**config.mk**
```make
export PLATFORM = sky130hd
export DESIGN_NAME = button_events
export DESIGN_NICKNAME = d
export VERILOG_FILES = /design/src/rtl/button_pkg.sv /design/src/rtl/button_channel.sv /design/src/rtl/button_events.sv
export SDC_FILE = /design/constraint.sdc
export NUM_CORES = 1
export LEC_CHECK = 0
export ABC_AREA = 1
export BUFFER_PORTS_ARGS = -buffer_cell sky130_fd_sc_hd__buf_2
export CELL_PAD_IN_SITES_DETAIL_PLACEMENT = 1
export CELL_PAD_IN_SITES_GLOBAL_PLACEMENT = 1
export CORE_MARGIN = 3
export CORE_UTILIZATION = 51
export DETAILED_ROUTE_END_ITERATION = 8
export GPL_TIMING_DRIVEN = 0
export PLACE_DENSITY_LB_ADDON = 0.1
export SYNTH_ARGS = -nofsm -noshare
export SYNTH_HDL_FRONTEND = slang
export SYNTH_SLANG_ARGS = --single-unit
```
**constraint.sdc**
```tcl
create_clock -name clk -period 5.75 [get_ports clk]
set_clock_uncertainty 0.15 [all_clocks]
set_input_delay 0.575 -clock clk [delete_from_list [all_inputs] [get_ports clk]]
set_output_delay 0.575 -clock clk [all_outputs]
set_load 0.05 [all_outputs]
```
**src/rtl/button_pkg.sv**
```systemverilog
// ---------------------------------------------------------------------------
// button_pkg
// Shared types and helpers for the pushbutton front end.
//   rep_state_t : per-channel auto-repeat state
//   cnt_width   : bits needed to hold a counter value in 0..max_val
//   max_of      : larger of two non-negative integers
// ---------------------------------------------------------------------------
package button_pkg;

    typedef enum logic [1:0] {
        RELEASED = 2'd0,
        DELAY    = 2'd1,
        REPEAT   = 2'd2
    } rep_state_t;

    // A counter of width zero is never legal, so a max of 0 still gets one bit.
    function automatic int unsigned cnt_width(input int unsigned max_val);
        return (max_val < 1) ? 1 : $clog2(max_val + 1);
    endfunction

    function automatic int unsigned max_of(input int unsigned a, input int unsigned b);
        return (a > b) ? a : b;
    endfunction

endpackage

```
**src/rtl/button_channel.sv**
```systemverilog
// ---------------------------------------------------------------------------
// button_channel
// One pushbutton channel: synchroniser, debounce counter, typematic
// auto-repeat FSM and registered event outputs.
//   clk        : system clock
//   reset      : asynchronous, active-low
//   pin        : raw asynchronous button pin, active-high
//   level      : debounced level
//   press      : one-cycle pulse on debounced 0->1
//   release_ev : one-cycle pulse on debounced 1->0
//   repeat_ev  : one-cycle pulse on press and on every auto-repeat tick
// ("release" and "repeat" are reserved words, hence the _ev suffix.)
// ---------------------------------------------------------------------------
module button_channel
    import button_pkg::*;
#(
    parameter int SYNC_STAGES     = 2,
    parameter int DEBOUNCE_CYCLES = 500000,
    parameter int REPEAT_DELAY    = 25000000,
    parameter int REPEAT_RATE     = 5000000
) (
    input  logic clk,
    input  logic reset,
    input  logic pin,
    output logic level,
    output logic press,
    output logic release_ev,
    output logic repeat_ev
);

    localparam int CNT_W = cnt_width(DEBOUNCE_CYCLES - 1);
    localparam int RC_W  = cnt_width(max_of(REPEAT_DELAY, REPEAT_RATE));

    localparam logic [CNT_W-1:0] CNT_LAST   = CNT_W'(DEBOUNCE_CYCLES - 1);
    localparam logic [RC_W-1:0]  DELAY_LAST = RC_W'(REPEAT_DELAY - 1);
    localparam logic [RC_W-1:0]  RATE_LAST  = RC_W'(REPEAT_RATE - 1);
    localparam bit               REPEAT_EN  = (REPEAT_DELAY != 0);

    logic [SYNC_STAGES-1:0] sync_q, sync_d;
    logic [CNT_W-1:0]       cnt_q, cnt_d;
    logic [RC_W-1:0]        rc_q, rc_d;
    rep_state_t             state_q, state_d;
    logic                   level_q, level_d;
    logic                   press_q, press_d;
    logic                   release_q, release_d;
    logic                   repeat_q, repeat_d;

    logic s;
    logic toggle;
    logic rise;
    logic fall;

    always_comb begin
        sync_d = {sync_q[SYNC_STAGES-2:0], pin};
        s      = sync_q[SYNC_STAGES-1];

        // The level flips on the last of DEBOUNCE_CYCLES consecutive
        // disagreeing cycles; any agreeing cycle restarts the count.
        toggle  = (s != level_q) && (cnt_q == CNT_LAST);
        rise    = toggle && !level_q;
        fall    = toggle && level_q;
        level_d = level_q ^ toggle;
        cnt_d   = ((s == level_q) || toggle) ? '0 : cnt_q + CNT_W'(1);

        press_d   = rise;
        release_d = fall;

        state_d  = state_q;
        rc_d     = rc_q;
        repeat_d = 1'b0;

        // A debounced release wins over any repeat tick due in the same cycle.
        if (fall) begin
            state_d = RELEASED;
            rc_d    = '0;
        end else begin
            case (state_q)
                RELEASED: begin
                    if (rise) begin
                        state_d  = DELAY;
                        rc_d     = '0;
                        repeat_d = 1'b1;
                    end
                end
                DELAY: begin
                    // With auto-repeat disabled the channel parks here
                    // until release and the counter stays frozen.
                    if (REPEAT_EN) begin
                        if (rc_q == DELAY_LAST) begin
                            state_d  = REPEAT;
                            rc_d     = '0;
                            repeat_d = 1'b1;
                        end else begin
                            rc_d = rc_q + RC_W'(1);
                        end
                    end
                end
                REPEAT: begin
                    if (rc_q == RATE_LAST) begin
                        rc_d     = '0;
                        repeat_d = 1'b1;
                    end else begin
                        rc_d = rc_q + RC_W'(1);
                    end
                end
                default: begin
                    state_d = RELEASED;
                    rc_d    = '0;
                end
            endcase
        end
    end

    always_ff @(posedge clk or negedge reset) begin
        if (!reset) begin
            sync_q    <= '0;
            cnt_q     <= '0;
            rc_q      <= '0;
            state_q   <= RELEASED;
            level_q   <= 1'b0;
            press_q   <= 1'b0;
            release_q <= 1'b0;
            repeat_q  <= 1'b0;
        end else begin
            sync_q    <= sync_d;
            cnt_q     <= cnt_d;
            rc_q      <= rc_d;
            state_q   <= state_d;
            level_q   <= level_d;
            press_q   <= press_d;
            release_q <= release_d;
            repeat_q  <= repeat_d;
        end
    end

    assign level      = level_q;
    assign press      = press_q;
    assign release_ev = release_q;
    assign repeat_ev  = repeat_q;

endmodule

```
**src/rtl/button_events.sv**
```systemverilog
// ---------------------------------------------------------------------------
// button_events
// N independent pushbutton channels, each synchronised, debounced and
// turned into press / release / auto-repeat event pulses.
//   clk        : system clock
//   reset      : asynchronous, active-low
//   in         : [N] raw asynchronous button pins, active-high
//   level      : [N] debounced levels
//   press      : [N] one-cycle pulse on debounced 0->1
//   release_ev : [N] one-cycle pulse on debounced 1->0
//   repeat_ev  : [N] one-cycle pulse on press and each auto-repeat tick
// ---------------------------------------------------------------------------
module button_events
    import button_pkg::*;
#(
    parameter int N               = 4,
    parameter int SYNC_STAGES     = 2,
    parameter int DEBOUNCE_CYCLES = 500000,
    parameter int REPEAT_DELAY    = 25000000,
    parameter int REPEAT_RATE     = 5000000
) (
    input  logic         clk,
    input  logic         reset,
    input  logic [N-1:0] in,
    output logic [N-1:0] level,
    output logic [N-1:0] press,
    output logic [N-1:0] release_ev,
    output logic [N-1:0] repeat_ev
);

    for (genvar i = 0; i < N; i++) begin : g_ch
        button_channel #(
            .SYNC_STAGES    (SYNC_STAGES),
            .DEBOUNCE_CYCLES(DEBOUNCE_CYCLES),
            .REPEAT_DELAY   (REPEAT_DELAY),
            .REPEAT_RATE    (REPEAT_RATE)
        ) u_ch (
            .clk       (clk),
            .reset     (reset),
            .pin       (in[i]),
            .level     (level[i]),
            .press     (press[i]),
            .release_ev(release_ev[i]),
            .repeat_ev (repeat_ev[i])
        );
    end

endmodule
```
Yosys cells after proc, flatten, opt, wreduce, memory -nomap -nowiden
Cells that the tools add are included.
Widths: inputs -> output; s select.
{ "totals": {"register_bits": 208, "inputBits": 6, "elab_cells": 172} }
{ "op_classes": {"addsub": 8, "eq_ne": 40, "mux": 60, "bitwise": 4, "reduce_logical": 28} }
{ "op_table": {"columns": ["operator", "count"], "rows": [
  ["$mux 25", 16],
  ["$pmux 25 s3", 4],
  ["$add 25x1->25 const B", 4],
  ["$eq 25x23->1 const B", 4],
  ["$eq 25x25->1 const B", 4],
  ["$add 19x1->19 const B", 4],
  ["$eq 19x19->1 const B", 4],
  ["$mux 19", 4],
  ["$mux 2", 12],
  ["$ne 3x1->1 const B", 8],
  ["$pmux 2 s3", 4],
  ["$mux 1", 16],
  ["$logic_and 1x1->1", 12],
  ["$pmux 1 s3", 4],
  ["$reduce_and 3->1", 4],
  ["$eq 2x1->1 const B", 4],
  ["$eq 2x2->1 const B", 4],
  ["$logic_not 2->1", 4],
  ["$ne 2x1->1 const B", 4],
  ["$eq 1x1->1", 4],
  ["$logic_not 1->1", 4],
  ["$logic_or 1x1->1", 4],
  ["$ne 1x1->1", 4],
  ["$xor 1x1->1", 4]
]} }

Depth between registers and ports, before layout
Gate-level depths: netlist of run 1.
{ "logic_depth": {"ltp_word": 6, "ltp_mapped": 13, "depth_no_buf": 12} }

Hierarchy
A second synthesis of run 1 with hierarchy kept.
{ "hier_totals": {"cells_unflattened": 1688, "hier_area_um2": 12381.9} }
{ "modules_own_cells": {"columns": ["module", "instances", "cells_each", "area_each_um2"], "rows": [
  ["button_channel at g_ch[0].u_ch ...", 3, 423, 3105.5],
  ["button_channel at g_ch[3].u_ch", 1, 419, 3065.4]
]} }

Least setup slack after synthesis of run 1
No wires, ideal clock.
{ "synth_timing": {"path_kind": "reg-to-reg", "startpoint": "register g_ch[2].u_ch.rc_q[0]", "endpoint": "register g_ch[2].u_ch.rc_q[10]", "t_arrival_ns": 1.611, "setup_slack_ns": 3.870, "path_stages_with_launch": 12, "synth_period_minus_slack_ns": 1.880, "path_cell_list": "dfrtp_1 -> ha_1 -> nand3_1 -> inv_1 -> nand3_1 -> nor2_1 -> nand2_1 -> nand2_2 -> nand2_2 -> a21oi_4 -> buf_12 -> nor2_2"} }
{ "synth_via": {"elab_chain_len": 4} }
{ "synth_lines": {"columns": ["element", "line_no", "source"], "rows": [
  ["from (decl)", "button_channel.sv:41", "logic [RC_W-1:0] rc_q, rc_d;"],
  ["from (signal assigned)", "button_channel.sv:127", "rc_q <= rc_d;"],
  ["$add 25x1->25 (tied with other cells)", "button_channel.sv:94, button_channel.sv:103", null],
  ["$mux 25 (on tied branches)", "button_channel.sv:99, button_channel.sv:89", null],
  ["$pmux 25 s3 (*)", "button_channel.sv:77", "case (state_q)"],
  ["$mux 25 (*)", "button_channel.sv:73", "if (fall) begin"]
]} }
Mark *: on every way between the ends. The rest lies on a longest branch, timed or not.
A chain may end at the register's enable or synchronous reset.

Final worst setup path of run 1
{ "layout_timing": {"startpoint": "register g_ch[0].u_ch.cnt_q[0]", "endpoint": "register g_ch[0].u_ch.rc_q[13]"} }
{ "layout_via": {"elab_chain_len": 4} }
{ "layout_lines": {"columns": ["element", "line_no", "source"], "rows": [
  ["from (decl)", "button_channel.sv:40", "logic [CNT_W-1:0] cnt_q, cnt_d;"],
  ["from (signal assigned)", "button_channel.sv:126", "cnt_q <= cnt_d;"],
  ["$eq 19x19->1 (*)", "button_channel.sv:59", "toggle = (s != level_q) && (cnt_q == CNT_LAST);"],
  ["$logic_and 1x1->1 (*)", "button_channel.sv:59", null],
  ["$logic_and 1x1->1 (*)", "button_channel.sv:61", "fall = toggle && level_q;"],
  ["named net g_ch[0].u_ch.fall", "button_channel.sv:51", "logic fall;"],
  ["$ne 3x1->1 (no source line) or $mux 25 (tied branches)", null, null],
  ["to (signal assigned)", "button_channel.sv:127", null],
  ["to (decl)", "button_channel.sv:41", null]
]} }
The timed path passes the listed nets; every way through them passes the cells marked *.

==> summary.md, run 1 <==
| Metric | Value |
|---|---|
| Global Route met2 Usage | `0.4876` |
| Main flop type after synthesis | `dfrtp_1` |
| GRT busiest layer | `met2` |
| Post-synth top area share | `0.3949` |
| Post-CTS Setup Inserts | `0` |
| LEAKAGE | `6.995 nW` |
| Synth unique cells | `46` |
| Die Wd | `166.8 um` |
| Final HPWL DP | `27.25 mm` |
| Area grow syn2layout | `10.98%` |
| Area leader, netlist | `dfrtp_1` |
| GR Layer Usage met1 | `0.3616` |
| Routing usage on met3 | `0.02706` |
| Detailed Route WL | `38.12 mm` |
| First-pass GRT wire length | `65.54 mm` |
| Vias per inst | `5.539` |
| Via Count | `12,630` |
| Fin Hold WS | `0.001097 ns` |
| Post-synthesis cell count | `1,880` |
| CP Capture Type | `flip-flop` |
| Critical Path Source Type | `flip-flop` |
| Critical Path Max Stage Delay | `0.46 ns` |
| Period utilization | `0.4132` |
| RR Startpoint | `g_ch[0].u_ch.cnt_q[0]` |
| Power Dens Cells | `220.5 nW/um2` |
| Placeable core area | `25,330 um2` |
| Worst skew pair latency | `0.53 ns` |
| Initial DRC Count | `709` |
| CP arrival | `2.69 ns` |
| Ys Warns | `0` |
| Hold Violations, Final | `0` |
| CTS-repair resized insts | `0` |
| Overall power | `0.003225 W` |
| Routability congestion estimate | `0.8969` |
| Avg WL per Cell | `16.71 um` |
| CP max-delay cell | `nor2_1` |
| CTS buffer count | `25` |
| Number of global-route vias before repair | `13,490` |
| Layout cells sized above 1 | `0.09585` |
| Clk slew on worst S/H paths | `0.06 ns` |
| Final setup vio count | `0` |
| Outcome | `complete, no violations` |
| Total congestion overflow | `0` |
| Final min period | `2.376 ns` |
| Die Footprint | `27,810 um2` |
| Clock tree sinks | `208` |
| Design Area, Final | `14,630 um2` |
| RSZ-0062 raised after global routing | `false` |
| Clk buf depth | `3` |
| Post-synth net total | `1,914` |
| Synthesized cell area | `13,180 um2` |
| Final slew viol count | `0` |
| Worst vdd ir | `220.2 uV` |
| Sequential share of the synthesized area | `0.3949` |
| Pre-CTS setup slack | `3.408 ns` |
| Placed Area | `13,740 um2` |
| H-tree levels | `1` |
| Row cnt | `58` |
| Hold-fix buffers, CTS | `3` |
| Post-synth EDFFs | `0` |
| Fmax | `420.9 MHz` |
| HP Class | `input pin to async pin` |
| Number of diodes | `0` |
| Drt drc | `0` |
| I/O pin count | `22` |
| Synth area leaders | `dfrtp_1 39%, nand2_1 13%, nor2_1 9.6%` |
| Max-cap check violation count | `0` |
| Height of the chip | `166.8 um` |
| Initial antenna violation count | `0` |
| Initial Util | `0.5204` |
| CTS Root Cell | `clkbuf_16` |
| Ys async rst share | `1.000` |
| Worst EP required | `6.06 ns` |
| R2R Setup Slk | `3.37 ns` |
| CTS tree | `built` |
| R2r worst-path depth | `11` |
| Largest net degree at the start of global routing | `115` |
| Gr usage total | `0.2746` |
| R2r endpoint | `g_ch[0].u_ch.rc_q[13]` |
| IO buf count | `21` |
| Worst-Margin Slew | `0.8955 ns` |
| DRT antenna net count | `0` |
| Drt first pass iters | `5` |
| Mean post-synth cell area | `7.011 um2` |
| Setup CP Type | `flip-flop to flip-flop` |
| # nets final | `1,966` |
| Worst setup margin | `3.374 ns` |
| Sum Neg Setup Slack | `0 ns` |
| Slew headroom | `0.4030` |
| CP max FO | `10` |
| CP cell instances | `ha_1 -> nand2_1 -> inv_2 -> nand3_2 -> inv_1 -> nand3_2 -> nor2_2 -> nor2_1 -> a21oi_2 -> buf_4 -> nor2_1` |
| Synth Register Bits | `208` |
## cells in the final DEF (no fill, tap or decap), types with 25 or more instances in the layout
cell type / synthesis / layout
nand4_1: 97 / 97
clkbuf_16: 0 / 25
ha_1: 28 / 28
inv_1: 224 / 224
nor3_1: 62 / 62
dfrtp_1: 208 / 208
nand3_1: 148 / 148
xor2_1: 50 / 50
a21oi_1: 47 / 47
nor2_1: 336 / 336
o21ai_0: 29 / 29
buf_2: 24 / 44
nor2_2: 27 / 27
nand2_1: 469 / 469
## stage by stage
stage,utilization,instances
after global routing,0.5776,2281
after global placement,0.5409,2231
final,0.5776,2281
after floorplan,-,1880
after detailed placement,0.5423,2232
after CTS,0.5776,2281
## logic make-up (layout without fill, tap and decap cells)
logic type,count (synthesis),after routing,synth area share
compound gates,107,107,0.04718
xor+xnor,51,51,0.03389
fa+ha+maj,28,28,0.02658
buf+inv,288,359,0.09322
flops,208,208,0.3949
simple gates,1198,1198,0.4042
## synthesized netlist by cell type (2+ instances only)
master / count
nand2_1: 469
nor2_1: 336
inv_1: 224
dfrtp_1: 208
nand3_1: 148
nand4_1: 97
nor3_1: 62
xor2_1: 50
a21oi_1: 47
o21ai_0: 29
ha_1: 28
nor2_2: 27
buf_2: 24
buf_4: 23
nand2_2: 16
nor4_1: 13
inv_2: 12
a211oi_1: 7
o21a_1: 6
nand3b_1: 5
nor2_4: 5
o21bai_1: 5
and3_1: 3
nand3_2: 3
o211ai_1: 3
o21ai_1: 3
a21oi_4: 2
a31oi_1: 2
buf_6: 2
nor3_2: 2
nor3_4: 2
nor3b_1: 2
or2_2: 2
## cell type report
cell class,instances,area (um2)
clock buffers,37,710.7
fillers,3327,10700
repair buffers,25,172.7
multi-input cells,1384,6746
clock inverters,9,151.4
plain buffers,51,339.1
well taps,330,412.9
inverters,237,889.6
flip-flops and latches,208,5205
## flip-flops by register name, indices dropped and copies added, names as in the netlist, named ones only
| name | count |
|---|---|
| g_ch.u_ch.rc_q | 100 |
| g_ch.u_ch.sync_q | 8 |
| g_ch.u_ch.cnt_q | 76 |
| g_ch.u_ch.release_ev | 4 |
| g_ch.u_ch.state_q | 8 |
| g_ch.u_ch.press | 4 |
| g_ch.u_ch.repeat_ev | 4 |
## power breakdown
group | internal, W | switching (W) | leakage [nW]
sequential | 0.00147 | 0.00000875 | 2.88
clock | 0.00103 | 0.000643 | 0.419
combinational | 0.0000147 | 0.0000517 | 3.70
## worst max-delay path: cells and delay by family (launching register included)
family | cells | cell delay, ns
AO/OA/AOI/OAI | 1 | 0.16
AND/OR/NAND/NOR | 6 | 0.96
adder cells (fa/ha/maj) | 1 | 0.27
flip-flops | 1 | 0.42
buffers and inverters | 3 | 0.35
## worst max-delay path by stage
stage | startpoint | endpoint | slack (ns)
floorplan | g_ch[2].u_ch.rc_q[0] | g_ch[2].u_ch.rc_q[10] | 3.87
global placement | reset | g_ch[1].u_ch.rc_q[19] | 0.29
detailed placement | g_ch[0].u_ch.cnt_q[0] | g_ch[0].u_ch.rc_q[7] | 3.41
CTS | g_ch[0].u_ch.cnt_q[0] | g_ch[0].u_ch.rc_q[13] | 3.38
global route | g_ch[3].u_ch.rc_q[0] | g_ch[3].u_ch.rc_q[20] | 3.21
finish | g_ch[0].u_ch.cnt_q[0] | g_ch[0].u_ch.rc_q[13] | 3.37
## layer usage
layer,routed length (um),share of wire,vias to the layer above
li1,-,-,6118
met1,17240,0.45,6273
met2,19100,0.50,177
met3,927,0.024,66
met4,856,0.022,0
met5,0,0,-
No activity file was read; power rests on OpenSTA's default activity.
==> run 2, diff against run 1 <==
--- a/config.mk
+++ b/config.mk
@@ -10,7 +10,7 @@
 export CELL_PAD_IN_SITES_DETAIL_PLACEMENT = 1
 export CELL_PAD_IN_SITES_GLOBAL_PLACEMENT = 1
 export CORE_MARGIN = 3
-export CORE_UTILIZATION = 51
+export CORE_UTILIZATION = 42
 export DETAILED_ROUTE_END_ITERATION = 8
 export GPL_TIMING_DRIVEN = 0
 export PLACE_DENSITY_LB_ADDON = 0.1
==> constraint.sdc (replaced) <==
create_clock -name clk -period 1.9 [get_ports clk]
set_clock_uncertainty 0.15 [all_clocks]
set_input_delay 0.19 -clock clk [delete_from_list [all_inputs] [get_ports clk]]
set_output_delay 0.19 -clock clk [all_outputs]
set_load 0.05 [all_outputs]
==> summary.md, run 2 (synthesis gave the netlist of run 1 again) <==
| Metric | Value |
|---|---|
| Final HPWL DP | `26.73 mm` |
| Drt drc | `0` |
| Worst vdd ir | `583.7 uV` |
| Design Area, Final | `17,960 um2` |
| Clock tree sinks | `208` |
| CP max FO | `5` |
| Vias per inst | `5.402` |
| Worst EP required | `2.18 ns` |
| Drt first pass iters | `5` |
| Hold path depth | `2` |
| RR Startpoint | `g_ch[3].u_ch.cnt_q[14]` |
| LEAKAGE | `8.284 nW` |
| Period utilization | `1.080` |
| # nets final | `2,134` |
| Final min period | `2.051 ns` |
| CP arrival | `2.34 ns` |
| Max reg flops | `100` |
| R2r worst-path depth | `10` |
| Placed Cells | `2,298` |
| Slew headroom | `0.3967` |
| Failing checks | `negative setup slack` |
| CP most frequent cell | `nand4_1` |
| Reg area | `5238 um2` |
| Worst path top cell family by delay | `simple AND/OR/NAND/NOR gates` |
| Register name with the most flops | `g_ch.u_ch.rc_q` |
| Layout cells sized above 1 | `0.3029` |
| Die Wd | `183.1 um` |
| HP Class | `input pin to flip-flop` |
| CP Capture Type | `flip-flop` |
| Row cnt | `64` |
| I/O pin count | `22` |
| Max-cap check violation count | `0` |
| R2r endpoint | `g_ch[3].u_ch.rc_q[14]` |
| Commonest non-fill, non-tap cell in the layout | `nand2_1` |
| DRT antenna net count | `0` |
| Hold Violations, Final | `0` |
| Placeable core area | `30,750 um2` |
| Setup CP Type | `flip-flop to flip-flop` |
| CP max-delay cell | `dfrtp_1` |
| Post-route insts no fill | `2,512` |
| Via Count | `13,570` |
| H-tree levels | `1` |
| Detailed Route WL | `45.02 mm` |
| Area grow syn2layout | `36.30%` |
| Final Util | `0.5842` |
| Avg WL per Cell | `17.92 um` |
| Gr usage total | `0.2448` |
| Outcome | `complete, but fails checks` |
| Initial antenna violation count | `0` |
| Worst skew pair latency | `0.54 ns` |
| Critical Path Max Stage Delay | `0.41 ns` |
| Placed Area | `13,820 um2` |
| Total congestion overflow | `0` |
| Largest regs | `g_ch.u_ch.rc_q: 100 flops, g_ch.u_ch.cnt_q: 76 flops` |
| Buf+Inv Stages, Crit Path | `4` |
| Clk buf depth | `3` |
| Initial Util | `0.4286` |
| Die Footprint | `33,540 um2` |
| Worst-Margin Slew | `0.9050 ns` |
| RSZ-0062 raised after global routing | `true` |
| Multi-input gate area | `8268 um2` |
| CTS buffer count | `25` |
| Filler instances | `3,745` |
| IO buf count | `21` |
| Largest net degree at the start of global routing | `116` |
| Fmax | `487.6 MHz` |
| Final setup vio count | `79` |
| CTS tree | `built` |
| CP cell instances | `inv_2 -> nand4_1 -> nor2_4 -> nand4_1 -> nand2_2 -> inv_4 -> a21oi_4 -> buf_6 -> buf_8 -> nor2_2` |
| First-pass GRT wire length | `68.92 mm` |
| Worst Hold Launch | `in[0]` |
| Final slew viol count | `0` |
| WHS Endpoint | `g_ch[0].u_ch.sync_q[0]` |
| Initial DRC Count | `634` |
| Power Dens Cells | `528.2 nW/um2` |
| Routability congestion estimate | `0.8694` |
| R2R Setup Slk | `-0.15 ns` |
| Worst setup margin | `-0.1511 ns` |
| Critical Path Source Type | `flip-flop` |
| CTS Root Cell | `clkbuf_16` |
| Clk slew on worst S/H paths | `0.06 ns` |
| Most frequent cells in the layout | `397 x nand2_1, 247 x nor2_1, 204 x inv_1` |
| Number of diodes | `0` |
| Number of global-route vias before repair | `13,900` |
| Height of the chip | `183.1 um` |
==> run 2: report_power, final <==
group | internal, W | total [W] | switching (W)
sequential | 0.00446 | 0.00449 | 0.0000312
clock | 0.00274 | 0.00471 | 0.00197
combinational | 0.0000982 | 0.000285 | 0.000187
total | 0.00730 | 0.00949 | 0.00219
==> run 2: layer usage <==
layer	part of all wire	global-route usage	wire, um	vias up
met4	0.026	0.05728	1186	0
met5	0	0	0	-
li1	-	-	-	6444
met2	0.51	0.4366	23110	248
met3	0.030	0.02737	1355	88
met1	0.43	0.3201	19360	6789
==> run 2: how the worst max path moves through the flow <==
stage	startpoint	to	depth (start not counted)	slack (ns)
global route	g_ch[0].u_ch.cnt_q[5]	g_ch[0].u_ch.rc_q[14]	10	-0.27
floorplan	g_ch[2].u_ch.rc_q[0]	g_ch[2].u_ch.rc_q[16]	11	0.02
global placement	reset	g_ch[1].u_ch.rc_q[2]	1	-3.34
CTS	g_ch[1].u_ch.cnt_q[1]	g_ch[1].u_ch.rc_q[24]	13	-0.08
finish	g_ch[3].u_ch.cnt_q[14]	g_ch[3].u_ch.rc_q[14]	10	-0.15
detailed placement	g_ch[1].u_ch.cnt_q[0]	g_ch[1].u_ch.rc_q[16]	12	-0.48
==> run 2: timing repair <==
item / in CTS / in global routing
gates resized for setup: 224 / 310
hold buffers: 5 / 0
setup endpoints to repair: 164 / 171
buffers inserted: 109 / 57
hold endpoints to repair: 118 / 0
cloned: 8 / 4
pin swaps: 81 / 87
==> run 2: final cells by class <==
cell class | count | area share
multi-input cells | 1385 | 0.4602
well taps | 396 | 0.02758
repair buffers | 198 | 0.09932
flip-flops and latches | 208 | 0.2915
inverters | 237 | 0.05189
clock buffers | 36 | 0.03991
clock inverters | 7 | 0.003831
plain buffers | 45 | 0.02570
==> run 2: through the flow <==
stage | setup WS [ns] | hold WS [ns] | setup TNS [ns] | power [W]
2_1_floorplan | 0.02011 | -0.2556 | 0 | 0.004628
3_3_place_gp | -3.336 | 0.1485 | -717.25 | 0.004754
3_5_place_dp | -0.4778 | 0.1498 | -38.87 | 0.004771
4_1_cts | -0.07821 | 0.1254 | -1.670 | 0.009568
5_1_grt | -0.2718 | 0.1505 | -18.64 | 0.009813
6_report | -0.1511 | 0.1424 | -5.760 | 0.009488
==> run 3, diff against run 2 <==
--- a/config.mk
+++ b/config.mk
@@ -9,11 +9,12 @@
 export BUFFER_PORTS_ARGS = -buffer_cell sky130_fd_sc_hd__buf_2
 export CELL_PAD_IN_SITES_DETAIL_PLACEMENT = 1
 export CELL_PAD_IN_SITES_GLOBAL_PLACEMENT = 1
-export CORE_MARGIN = 3
+export CORE_MARGIN = 5
 export CORE_UTILIZATION = 42
 export DETAILED_ROUTE_END_ITERATION = 8
 export GPL_TIMING_DRIVEN = 0
 export PLACE_DENSITY_LB_ADDON = 0.1
+export SLEW_MARGIN = 20
 export SYNTH_ARGS = -nofsm -noshare
 export SYNTH_HDL_FRONTEND = slang
 export SYNTH_SLANG_ARGS = --single-unit
==> summary.md, run 3 (synthesis gave the netlist of run 1 again) <==
| Metric | Value |
|---|---|
| Area grow syn2layout | `34.67%` |
| CP max FO | `5` |
| CP arrival | `2.31 ns` |
| CP cell instances | `inv_2 -> nand2_2 -> nor2_1 -> nand3_1 -> nor2_4 -> nand2_2 -> nand2_2 -> nand2_4 -> a21oi_4 -> buf_12 -> buf_12 -> nor2_4` |
| Pre-CTS setup slack | `-0.4549 ns` |
| Die Wd | `187.1 um` |
| CTS buffer count | `26` |
| Worst-Margin Slew | `0.5239 ns` |
| CP most frequent cell | `nand2_2` |
| Gr usage total | `0.2259` |
| LEAKAGE | `7.998 nW` |
| First-pass GRT wire length | `67.97 mm` |
| Worst setup margin | `-0.1279 ns` |
| CTS tree | `built` |
| Initial Util | `0.4286` |
| Worst EP required | `2.18 ns` |
| Clock tree sinks | `208` |
| Critical Path Max Stage Delay | `0.42 ns` |
| RR Startpoint | `g_ch[2].u_ch.rc_q[15]` |
| Max reg flops | `100` |
| Row cnt | `64` |
| Initial DRC Count | `581` |
| Vias per inst | `5.364` |
| Worst skew pair latency | `0.55 ns` |
| Placeable core area | `30,750 um2` |
| Largest net degree at the start of global routing | `95` |
| Most frequent cells in the layout | `403 x nand2_1, 232 x nor2_1, 206 x inv_1` |
| Power Dens Cells | `565.4 nW/um2` |
| Filler instances | `3,808` |
| Post-route insts no fill | `2,482` |
| Largest regs | `g_ch.u_ch.rc_q: 100 flops, g_ch.u_ch.cnt_q: 76 flops` |
| Period utilization | `1.067` |
| IO buf count | `21` |
| Max-cap check violation count | `0` |
| CP Capture Type | `flip-flop` |
| Setup CP Type | `flip-flop to flip-flop` |
| Drt first pass iters | `6` |
| Clk slew on worst S/H paths | `0.06 ns` |
| Initial antenna violation count | `0` |
| Register name with the most flops | `g_ch.u_ch.rc_q` |
| Slew headroom | `0.6508` |
| HP Class | `input pin to async pin` |
| Total congestion overflow | `0` |
| R2r worst-path depth | `12` |
| RSZ-0062 raised after global routing | `true` |
| Final min period | `2.028 ns` |
| Routability congestion estimate | `0.8920` |
| Layout cells sized above 1 | `0.2929` |
| Number of diodes | `0` |
| R2R Setup Slk | `-0.13 ns` |
| Die Footprint | `35,020 um2` |
| H-tree levels | `1` |
| Sum Neg Setup Slack | `-5.492 ns` |
| Via Count | `13,310` |
| Failing checks | `negative setup slack` |
| Fmax | `493.1 MHz` |
| CP max-delay cell | `dfrtp_2` |
| Multi-input gate area | `8217 um2` |
| DRT antenna net count | `0` |
| Reg area | `5241 um2` |
| Clk buf depth | `3` |
| Final slew viol count | `0` |
| Placed Cells | `2,299` |
| Number of global-route vias before repair | `13,770` |
| Drt drc | `0` |
| Outcome | `complete, but fails checks` |
| Worst vdd ir | `640.2 uV` |
| Hold Violations, Final | `0` |
| I/O pin count | `22` |
| CTS Root Cell | `clkbuf_16` |
| Overall power | `0.01004 W` |
| Worst setup path startpoint | `g_ch[2].u_ch.rc_q[15]` |
| Height of the chip | `187.1 um` |
| Final HPWL DP | `26.83 mm` |
| Commonest non-fill, non-tap cell in the layout | `nand2_1` |
| Critical Path Source Type | `flip-flop` |
| Avg WL per Cell | `17.46 um` |
| # nets final | `2,100` |
| Detailed Route WL | `43.35 mm` |
| Final setup vio count | `77` |
## run 3: cell types whose count changed in the layout (fill, tap and decap cells not counted), moves of 11 or more
| cell | previous run | this run |
|---|---|---|
| buf_4 | 153 | 120 |
| nor2_2 | 56 | 75 |
| nor2_1 | 247 | 232 |
| nand3_2 | 28 | 16 |
| o21ai_1 | 14 | 2 |
| nand3_1 | 109 | 120 |
## run 3: worst paths after layout
path                                     endpoint
setup / recovery            g_ch[2].u_ch.rc_q[14]
hold / removal              g_ch[3].u_ch.rc_q[13]
setup reg to reg            g_ch[2].u_ch.rc_q[14]
hold reg to reg            g_ch[1].u_ch.sync_q[1]
max in group asynchronous   g_ch[3].u_ch.cnt_q[5]
min in group clk           g_ch[2].u_ch.sync_q[0]
## run 3: metrics by stage
step	cell area, um2	util	hold slack, ns
after global routing	17750	0.5772	0.07543
after CTS	16240	0.5281	0.05313
after floorplan	13180	-	-0.2556
after detailed placement	13850	0.4503	-0.06993
after global placement	13780	0.4482	0.1477
final	17750	0.5772	0.06714
## run 3: per-layer routing
layer,track usage,vias up,wire length [um]
met3,0.03098,99,1223
li1,-,6405,-
met5,0,-,0
met1,0.2832,6623,18280
met4,0.05176,0,1142
met2,0.4130,187,22700
## run 3: cell type report
class	count	share of cell area
Clock buffer	41	0.04497
Timing Repair inverter	1	0.0006344
Buffer	45	0.02517
Tap cell	396	0.02791
Sequential cell	208	0.2953
Timing Repair Buffer	162	0.08410
Clock inverter	7	0.006203
Multi-Input combinational cell	1385	0.4629
Inverter	237	0.05280
## run 3: what timing repair did
action                                  4_1_cts  5_1_grt
pin swaps                                    78       87
endpoints found under the hold margin       212        0
resized for setup                           218      296
endpoints found under the setup margin      164      178
buffers inserted                             72       54
cloned                                        7        5
hold buffers                                  6        0
## run 3: worst max-delay path, delay by kind of cell, from the launching register on
| family | cells | cell delay (ns) |
|---|---|---|
| and+or+nand+nor | 8 | 0.72 |
| DFF | 1 | 0.42 |
| buffers and inverters | 3 | 0.40 |
| AOI/OAI and AO/OA | 1 | 0.21 |
## run 3: power by group
| group | switching [W] | internal (W) | total, W | leakage, nW |
|---|---|---|---|---|
| registers | 0.0000288 | 0.00446 | 0.00449 | 2.83 |
| logic | 0.000187 | 0.000105 | 0.000292 | 4.72 |
| clock network | 0.00199 | 0.00327 | 0.00525 | 0.449 |
